===== config.mk =====
export PLATFORM = sky130hd
export DESIGN_NAME = div_unit
export DESIGN_NICKNAME = d
export VERILOG_FILES = /design/src/rtl/div_unit_pkg.sv /design/src/rtl/div_unit.sv
export SDC_FILE = /design/constraint.sdc
export NUM_CORES = 1
export LEC_CHECK = 0
export CORE_ASPECT_RATIO = 1.25
export CORE_MARGIN = 1.5
export CORE_UTILIZATION = 40
export CTS_BUF_LIST = sky130_fd_sc_hd__clkbuf_4
export CTS_CLUSTER_SIZE = 25
export DETAILED_ROUTE_END_ITERATION = 10
export GPL_ROUTABILITY_DRIVEN = 0
export SLEW_MARGIN = 25
export SYNTH_ARGS = -nofsm -noshare
export SYNTH_HDL_FRONTEND = slang
export SYNTH_SLANG_ARGS = --single-unit

===== constraint.sdc =====
create_clock -name clk -period 4.95 [get_ports clk]
set_clock_uncertainty 0.05 [all_clocks]
set_input_delay 1.485 -clock clk [delete_from_list [all_inputs] [get_ports clk]]
set_output_delay 1.485 -clock clk [all_outputs]
set_load 0.02 [all_outputs]

===== src/rtl/div_unit_pkg.sv =====
// -----------------------------------------------------------------------------
// div_unit_pkg
// Shared definitions for the multi-cycle DIV/DIVU unit: the divider state
// encoding and the ready/start handshake levels used by EX and the divider.
// -----------------------------------------------------------------------------
package div_unit_pkg;

  // Divider control states. The encodings match the legacy core defines.
  typedef enum logic [1:0] {
    DIV_FREE   = 2'b00,
    DIV_BYZERO = 2'b01,
    DIV_ON     = 2'b10,
    DIV_END    = 2'b11
  } div_state_e;

  // Handshake levels
  localparam logic DIV_RESULT_READY     = 1'b1;
  localparam logic DIV_RESULT_NOT_READY = 1'b0;
  localparam logic DIV_START            = 1'b1;
  localparam logic DIV_STOP             = 1'b0;

  // Width of the {remainder, quotient} bus written to HI/LO
  localparam int DOUBLE_REG_W = 64;

endpackage : div_unit_pkg


===== src/rtl/div_unit.sv =====
// -----------------------------------------------------------------------------
// div_unit
// Multi-cycle radix-2 restoring divider for DIV (signed) and DIVU (unsigned).
// One quotient bit is produced per clock. Operands are reduced to magnitudes
// at start; signs are re-applied to quotient and remainder in the final cycle.
// EX keeps start_i high (and stalls upstream) until it has consumed ready_o.
//
// Ports
//   clk           core clock
//   rst           synchronous active-high reset, allowed mid-divide
//   signed_div_i  1 = DIV, 0 = DIVU; latched with start
//   opdata1_i     dividend; latched when a start is accepted
//   opdata2_i     divisor;  latched when a start is accepted
//   start_i       request, held by EX until result consumed
//   annul_i       flush; kills an in-flight divide (ignored once done)
//   result_o      {remainder, quotient}, registered
//   ready_o       result valid, registered
// -----------------------------------------------------------------------------
module div_unit
  import div_unit_pkg::*;
#(
  parameter int DATA_W = 32,
  parameter int CNT_W  = 6
) (
  input  logic                  clk,
  input  logic                  rst,
  input  logic                  signed_div_i,
  input  logic [DATA_W-1:0]     opdata1_i,
  input  logic [DATA_W-1:0]     opdata2_i,
  input  logic                  start_i,
  input  logic                  annul_i,
  output logic [2*DATA_W-1:0]   result_o,
  output logic                  ready_o
);

  // Two's-complement negate, modulo 2^DATA_W
  function automatic logic [DATA_W-1:0] negate(input logic [DATA_W-1:0] v);
    logic signed [DATA_W-1:0] sv;
    sv = $signed(v);
    return $unsigned(-sv);
  endfunction

  div_state_e            state_q, state_d;
  logic [CNT_W-1:0]      cnt_q, cnt_d;
  // work[2W:W] is the partial remainder window, work[W-1:0] collects quotient
  logic [2*DATA_W:0]     work_q, work_d;
  logic [DATA_W-1:0]     divisor_q, divisor_d;
  logic                  neg1_q, neg1_d;     // signed op and dividend negative
  logic                  neg2_q, neg2_d;     // signed op and divisor negative
  logic [2*DATA_W-1:0]   result_q, result_d;
  logic                  ready_q, ready_d;

  logic                  op1_neg, op2_neg;
  logic [DATA_W-1:0]     op1_abs, op2_abs;
  logic [DATA_W:0]       diff;
  logic [DATA_W-1:0]     quot_raw, rem_raw;
  logic [DATA_W-1:0]     quot_fix, rem_fix;
  logic                  cnt_done;

  // Operand magnitudes computed from the live inputs; only used on the
  // accepting edge, after which the latched copies are authoritative.
  assign op1_neg = signed_div_i & opdata1_i[DATA_W-1];
  assign op2_neg = signed_div_i & opdata2_i[DATA_W-1];
  assign op1_abs = op1_neg ? negate(opdata1_i) : opdata1_i;
  assign op2_abs = op2_neg ? negate(opdata2_i) : opdata2_i;

  // 33-bit trial subtract; diff[DATA_W] set means the divisor did not fit
  assign diff = work_q[2*DATA_W:DATA_W] - {1'b0, divisor_q};

  assign cnt_done = (cnt_q == CNT_W'(DATA_W));

  // Sign fixup: remainder follows the dividend, quotient follows sign XOR.
  // 0x80000000 / -1 wraps back to 0x80000000 with no trap.
  assign quot_raw = work_q[DATA_W-1:0];
  assign rem_raw  = work_q[2*DATA_W:DATA_W+1];
  assign quot_fix = (neg1_q ^ neg2_q) ? negate(quot_raw) : quot_raw;
  assign rem_fix  = neg1_q ? negate(rem_raw) : rem_raw;

  always_comb begin
    state_d   = state_q;
    cnt_d     = cnt_q;
    work_d    = work_q;
    divisor_d = divisor_q;
    neg1_d    = neg1_q;
    neg2_d    = neg2_q;
    result_d  = result_q;
    ready_d   = ready_q;

    unique case (state_q)
      DIV_FREE: begin
        ready_d  = DIV_RESULT_NOT_READY;
        result_d = '0;
        if (start_i == DIV_START && !annul_i) begin
          neg1_d = op1_neg;
          neg2_d = op2_neg;
          if (opdata2_i == '0) begin
            state_d = DIV_BYZERO;
          end else begin
            state_d   = DIV_ON;
            cnt_d     = '0;
            divisor_d = op2_abs;
            work_d    = {{DATA_W{1'b0}}, op1_abs, 1'b0};
          end
        end
      end

      DIV_BYZERO: begin
        if (annul_i) begin
          state_d = DIV_FREE;
        end else begin
          // Divide-by-zero is architecturally unpredictable; report 0/0
          state_d  = DIV_END;
          result_d = '0;
          ready_d  = DIV_RESULT_READY;
        end
      end

      DIV_ON: begin
        if (annul_i) begin
          state_d = DIV_FREE;
          cnt_d   = '0;
          ready_d = DIV_RESULT_NOT_READY;
        end else if (!cnt_done) begin
          if (diff[DATA_W]) begin
            work_d = {work_q[2*DATA_W-1:0], 1'b0};
          end else begin
            work_d = {diff[DATA_W-1:0], work_q[DATA_W-1:0], 1'b1};
          end
          cnt_d = cnt_q + 1'b1;
        end else begin
          result_d = {rem_fix, quot_fix};
          ready_d  = DIV_RESULT_READY;
          state_d  = DIV_END;
          cnt_d    = '0;
        end
      end

      DIV_END: begin
        // Hold until EX drops start; annul is ignored once the result exists
        if (start_i == DIV_STOP) begin
          state_d  = DIV_FREE;
          ready_d  = DIV_RESULT_NOT_READY;
          result_d = '0;
        end
      end
    endcase
  end

  always_ff @(posedge clk) begin
    if (rst) begin
      state_q   <= DIV_FREE;
      cnt_q     <= '0;
      work_q    <= '0;
      divisor_q <= '0;
      neg1_q    <= 1'b0;
      neg2_q    <= 1'b0;
      result_q  <= '0;
      ready_q   <= DIV_RESULT_NOT_READY;
    end else begin
      state_q   <= state_d;
      cnt_q     <= cnt_d;
      work_q    <= work_d;
      divisor_q <= divisor_d;
      neg1_q    <= neg1_d;
      neg2_q    <= neg2_d;
      result_q  <= result_d;
      ready_q   <= ready_d;
    end
  end

  assign result_o = result_q;
  assign ready_o  = ready_q;

endmodule : div_unit


* After elaboration in Yosys (flattened, before gate mapping) *
Index checks and enable logic that the tools add are counted.
W data, S select, Z words.

storage, ports and cells
  bits in registers = 172
  word-level logic and storage cells = 74

operators by class
  bitwise gates (word level) = 4
  equality and inequality tests = 12
  multiplexer cells = 32
  add/sub/neg operators = 6
  reductions and logical operators = 12

operators by type and width
  kind                   count
  $mux W65               5
  $mux W64               4
  $pmux W64 S4           1
  $pmux W65 S2           1
  $mux W32               4
  $neg A32 Y32           4
  $sub A33 B32 Y33       1
  $logic_not A32 Y1      1
  $mux W6                4
  $ne A2 B2 Y1 const B   7
  $mux W2                6
  $pmux W6 S2            1
  $reduce_and A3 Y1      4
  $pmux W2 S4            1
  $add A6 B1 Y6 const B  1
  $eq A6 B6 Y1 const B   1
  $reduce_and A5 Y1      1
  $eq A2 B2 Y1 const B   2
  $mux W1                4
  $pmux W1 S4            1
  $reduce_and A4 Y1      1
  $ne A3 B3 Y1 const B   1
  $and A1 B1 Y1          2
  $eq A2 B1 Y1 const B   1
  other kinds (7)        7

* Logic depth before layout (Yosys ltp) *
  depth after elaboration = 5
  depth in mapped cells = 14

* Worst setup path after synthesis *
OpenSTA, ideal clock, no wires.

  path type = input port to flip-flop
  from = input port opdata2_i[26]
  to = register work_q[61]
  required time = 4,778 ps
  slack = 1,018 ps
  arrival = 3,760 ps
  stages on the path = 9
  buffers on the path = 0
  cells stage by stage = or4_1 > or3_1 > nor4_2 > a2bb2oi_2 > or2_2 > nor2_1 > nand2_2 > nor2_1 > a221o_1

on the way
  cells in the longest elaborated chain, start to end = 3

ends and longest elaborated chain
  item                         RTL line         RTL
  from (decl)                  div_unit.sv:29   input logic [DATA_W-1:0] opdata2_i,
  $logic_not A32 Y1            div_unit.sv:96   if (opdata2_i == '0) begin
  $ne A2 B2 Y1 (no line)       --
  $reduce_and A5 Y1 (no line)  --
  to (signal assigned)         div_unit.sv:162  work_q <= work_d;
  to (decl)                    div_unit.sv:46   logic [2*DATA_W:0] work_q, work_d;

No other way between the ends.
A chain may end at the register's enable or synchronous reset.

* Worst setup path in the final report *
  from = input port opdata2_i[6]
  to = register work_q[32]

The elaborated chain is that of the path after synthesis.

==> run_results.csv <==
group,metric,value,unit
run_status,status,"complete, no violations",
cts,cts_hold_buffers,0,
logic_synthesis,synth_xor_area_share,11.72,%
sta,min_period,4.022,ns
logic_synthesis,synthTopCellsByCount,"nand2_1 (209), dfxtp_1 (172), a21oi_1 (141)",
floorplan,fp.dieH,188.3,um
pwr,p_comb_share,46.1,%
routing,vias_per_cell,5.448,
floorplan,die_x,151.2,um
global_routing,antenna_found_initial,1,
logic_synthesis,synthSimpleGateAreaFrac,21.27,%
pwr,p_clk_share,17.7,%
cts,insertion_delay,0.61,ns
sta,relSlewSlack,37.80,%
logic_synthesis,synthDistinctLibCells,66,
floorplan,dieArea,28460,um^2
cts,path_clk_slew,0.17,ns
logic_synthesis,synth_most_common_cell,"nand2_1",
setup_path,worstPathRequired,5.42,ns
sta,max_freq,248.7,MHz
pwr,power.total,4.622,mW
global_routing,grt.total_usage,22.73,%
pwr,p_sw,2.112,mW
setup_path,cp.buffers_inverters,2,
routing,drt-total-wl,31700,um
cts,cts_resized,0,
routing,dr.pass1.iters,5,
setup_path,crit_fanout,34,
run,maxCapViolCount,0,
logic_synthesis,synth_fa_ha_area_share,4.968,%
logic_synthesis,synth_top_family_by_area,"compound AO/OA/AOI/OAI gates",
routing,routedWlPerCell,16.51,um
logic_synthesis,yosys.area.top_type,"dfxtp_1",
setup_path,critPathLaunchType,"primary input",
place,place_hpwl,24200,um
sta,setup_viol_count_final,0,
finish,drive_above_1_share,5.019,%
pwr,ir_worst_vdd,332.3,uV
setup_path,crit_path_top_delay_cell,"nor4_1",
cts,root_buffer,"clkbuf_4",
global_routing,grt_pass1_wl,51250,um
routing,route.vias.total,10460,
cts,cts_tree,"built",
routing,detail-route-antenna-nets,0,
pwr,p_per_area,357.5,nW/um^2
routing,drcViolationCount,0,
global_routing,first_global_vias,10050,
logic_synthesis,syn-instance-count,1468,
sta,drv_slew,0,
logic_synthesis,synth_nets,1580,
floorplan,start_util,40.81,%
place,port_buffers,133,
setup_path,reg2reg_slack,1.15,ns
setup_path,end_kind,"register",
global_routing,grt_start_max_net_pins,84,
finish,final_nets,1673,
logic_synthesis,ys_seq_area_share,31.35,%
pwr,intPower,2.510,mW
logic_synthesis,syn_area_per_cell,7.481,um^2
sta,hold_viol_final,0,
logic_synthesis,synth_area_leaders,"dfxtp_1 (31%), nand2_1 (7.1%), a21oi_1 (6.4%)",
logic_synthesis,yosysWarnings,0,
cts,cts_buffers,17,
cts,clock_path_buffers,2,
floorplan,core,26910,um^2
pwr,power.leakage,4.730,nW
floorplan,num_rows,67,
logic_synthesis,synth_edf_count,0,
logic_synthesis,synth_top_area_share,31.35,%
sta,fin_tns_setup,0,ns
sta,fin_crit_sh,81.25,%
finish,fill_cells,2702,
logic_synthesis,ys_seq_elements,172,
routing,drtIter0Drc,515,
finish,area_delta_synth_final,17.72,%
setup_path,critical_path_class,"primary input to register",
setup_path,crit_family,"simple AND/OR/NAND/NOR gates",
finish,post-route-cell-area,12930,um^2
logic_synthesis,async_flop_share,0,%
logic_synthesis,synth_mux_area_share,2.017,%
logic_synthesis,synth_flop_cell,"dfxtp_1",
cts,htreeDepth,4,
cts,cts_setup_buffers,0,
cts,cts_sinks,172,
sta,rsz0062_at_grt,"no",
place,postPlaceCellArea,12640,um^2
worst_hold_path,hold_class,"register to register",
setup_path,cp.arrival,4.49,ns
setup_path,cp_cell_sequence,"clkdlybuf4s50_1 > nor4_1 > nand4_1 > nor4_1 > nand2b_1 > a21oi_1 > or3_1 > buf_12 > a21oi_1 > a221oi_1",
pwr,share_seq_of_total_power,36.2,%
pwr,switching_share,45.69,%
sta,worst_pin_slew,0.9308,ns
logic_synthesis,synth_compound_area_share,23.66,%
floorplan,pin_count,134,
global_routing,grt_overflow,0,
logic_synthesis,netlist_area,10980,um^2
setup_path,slowest_delay,0.63,ns
metal layers:
layer	up-vias	track usage (%)	share of wire, %
li1	5335	-	-
met4	0	10.75	4.1
met2	188	40.87	53
met5	-	0	0
met1	4881	26.00	41
met3	56	3.172	2.8
kinds of logic after synthesis:
kind of cell,after synthesis
buffers and inverters,144
AOI/OAI and AO/OA,429
xor gates and xnor gates,147
and+or+nand+nor,511
DFF,172
muxes,22
adders and majority gates,43
path summary, 6_finish.rpt:
check	endpoint	startpoint	depth (start not counted)
setup / recovery	work_q[32]$_SDFFE_PP0P_	opdata2_i[6]	10
hold / removal	result_o[57]$_SDFFE_PP0P_	result_o[57]$_SDFFE_PP0P_	2
setup reg to reg	work_q[61]$_SDFFE_PP0P_	work_q[33]$_SDFFE_PP0P_	11
hold reg to reg	result_o[57]$_SDFFE_PP0P_	result_o[57]$_SDFFE_PP0P_	2
registers in the layout, indices dropped and copies added (netlist names):
name,flops
work_q,65
result_o,64
divisor_q,32
cnt_q,6
state_q,2
neg1_q,1
neg2_q,1
ready_o,1
worst reg2reg max path, delay by kind of cell (launching register included):
kind                     cells  cell delay [ns]
AO/OA/AOI/OAI                5             1.59
buffers and inverters        2             0.59
flip-flops                   1             0.51
adder cells (fa/ha/maj)      1             0.42
AND/OR/NAND/NOR              2             0.39
XOR/XNOR                     1             0.18
cell usage in the layout (no fill, tap or decap), types with 5 or more instances in the layout:
cell type and instances:
o21ai_1 11, a21o_1 16, a211oi_1 35, xor2_1 68, o21bai_1 5, or3_1 13, a31oi_1 6, nor2b_1 10
o211ai_1 7, o21ai_0 120, clkdlybuf4s50_1 132, nor3b_1 7, and2_1 5, nor2_1 136, nand2b_1 18, nand3_1 33
nor3_1 17, a21oi_1 141, o41ai_1 10, ha_1 41, a311oi_1 5, or4_1 10, a22oi_1 22, inv_1 60
nand4_1 8, nand2_1 209, nor4_1 16, mux2i_1 21, xnor2_1 78, dfxtp_1 172, clkbuf_4 17, o31ai_1 18
buf_4 25
power groups by stage:
stage	sequential [mW]	combinational (mW)	clock (mW)
floorplan	1.68	1.51	0
finish	1.67	2.13	0.820
global route	1.70	2.38	0.904
global placement	1.70	2.12	0
detailed placement	1.70	2.13	0
CTS	1.67	2.14	0.851
area by class of cell:
type	instances	area [um^2]	area share [%]
tap	345	431.7	3.339
inverter	60	225.2	1.742
multi-input combinational	1152	7014	54.26
clock inverter	15	153.9	1.190
clock buffer	17	127.6	0.9872
timing repair buffer	158	1529	11.83
antenna	1	2.502	0.01936
sequential	172	3443	26.64
through the flow:
step | instances | hold WS (ns) | setup slack, ns | util [%]
3_3_place_gp | 1887 | 0.3846 | 0.3514 | 46.98
6_report | 1920 | 0.4059 | 0.9283 | 48.04
4_1_cts | 1919 | 0.4125 | 1.022 | 48.03
3_5_place_dp | 1887 | 0.3905 | 0.3289 | 46.98
5_1_grt | 1920 | 0.4334 | 0.7258 | 48.04
2_1_floorplan | 1468 | 0.3996 | 1.018 | -
Note: power is estimated with default switching activity, not from simulation.
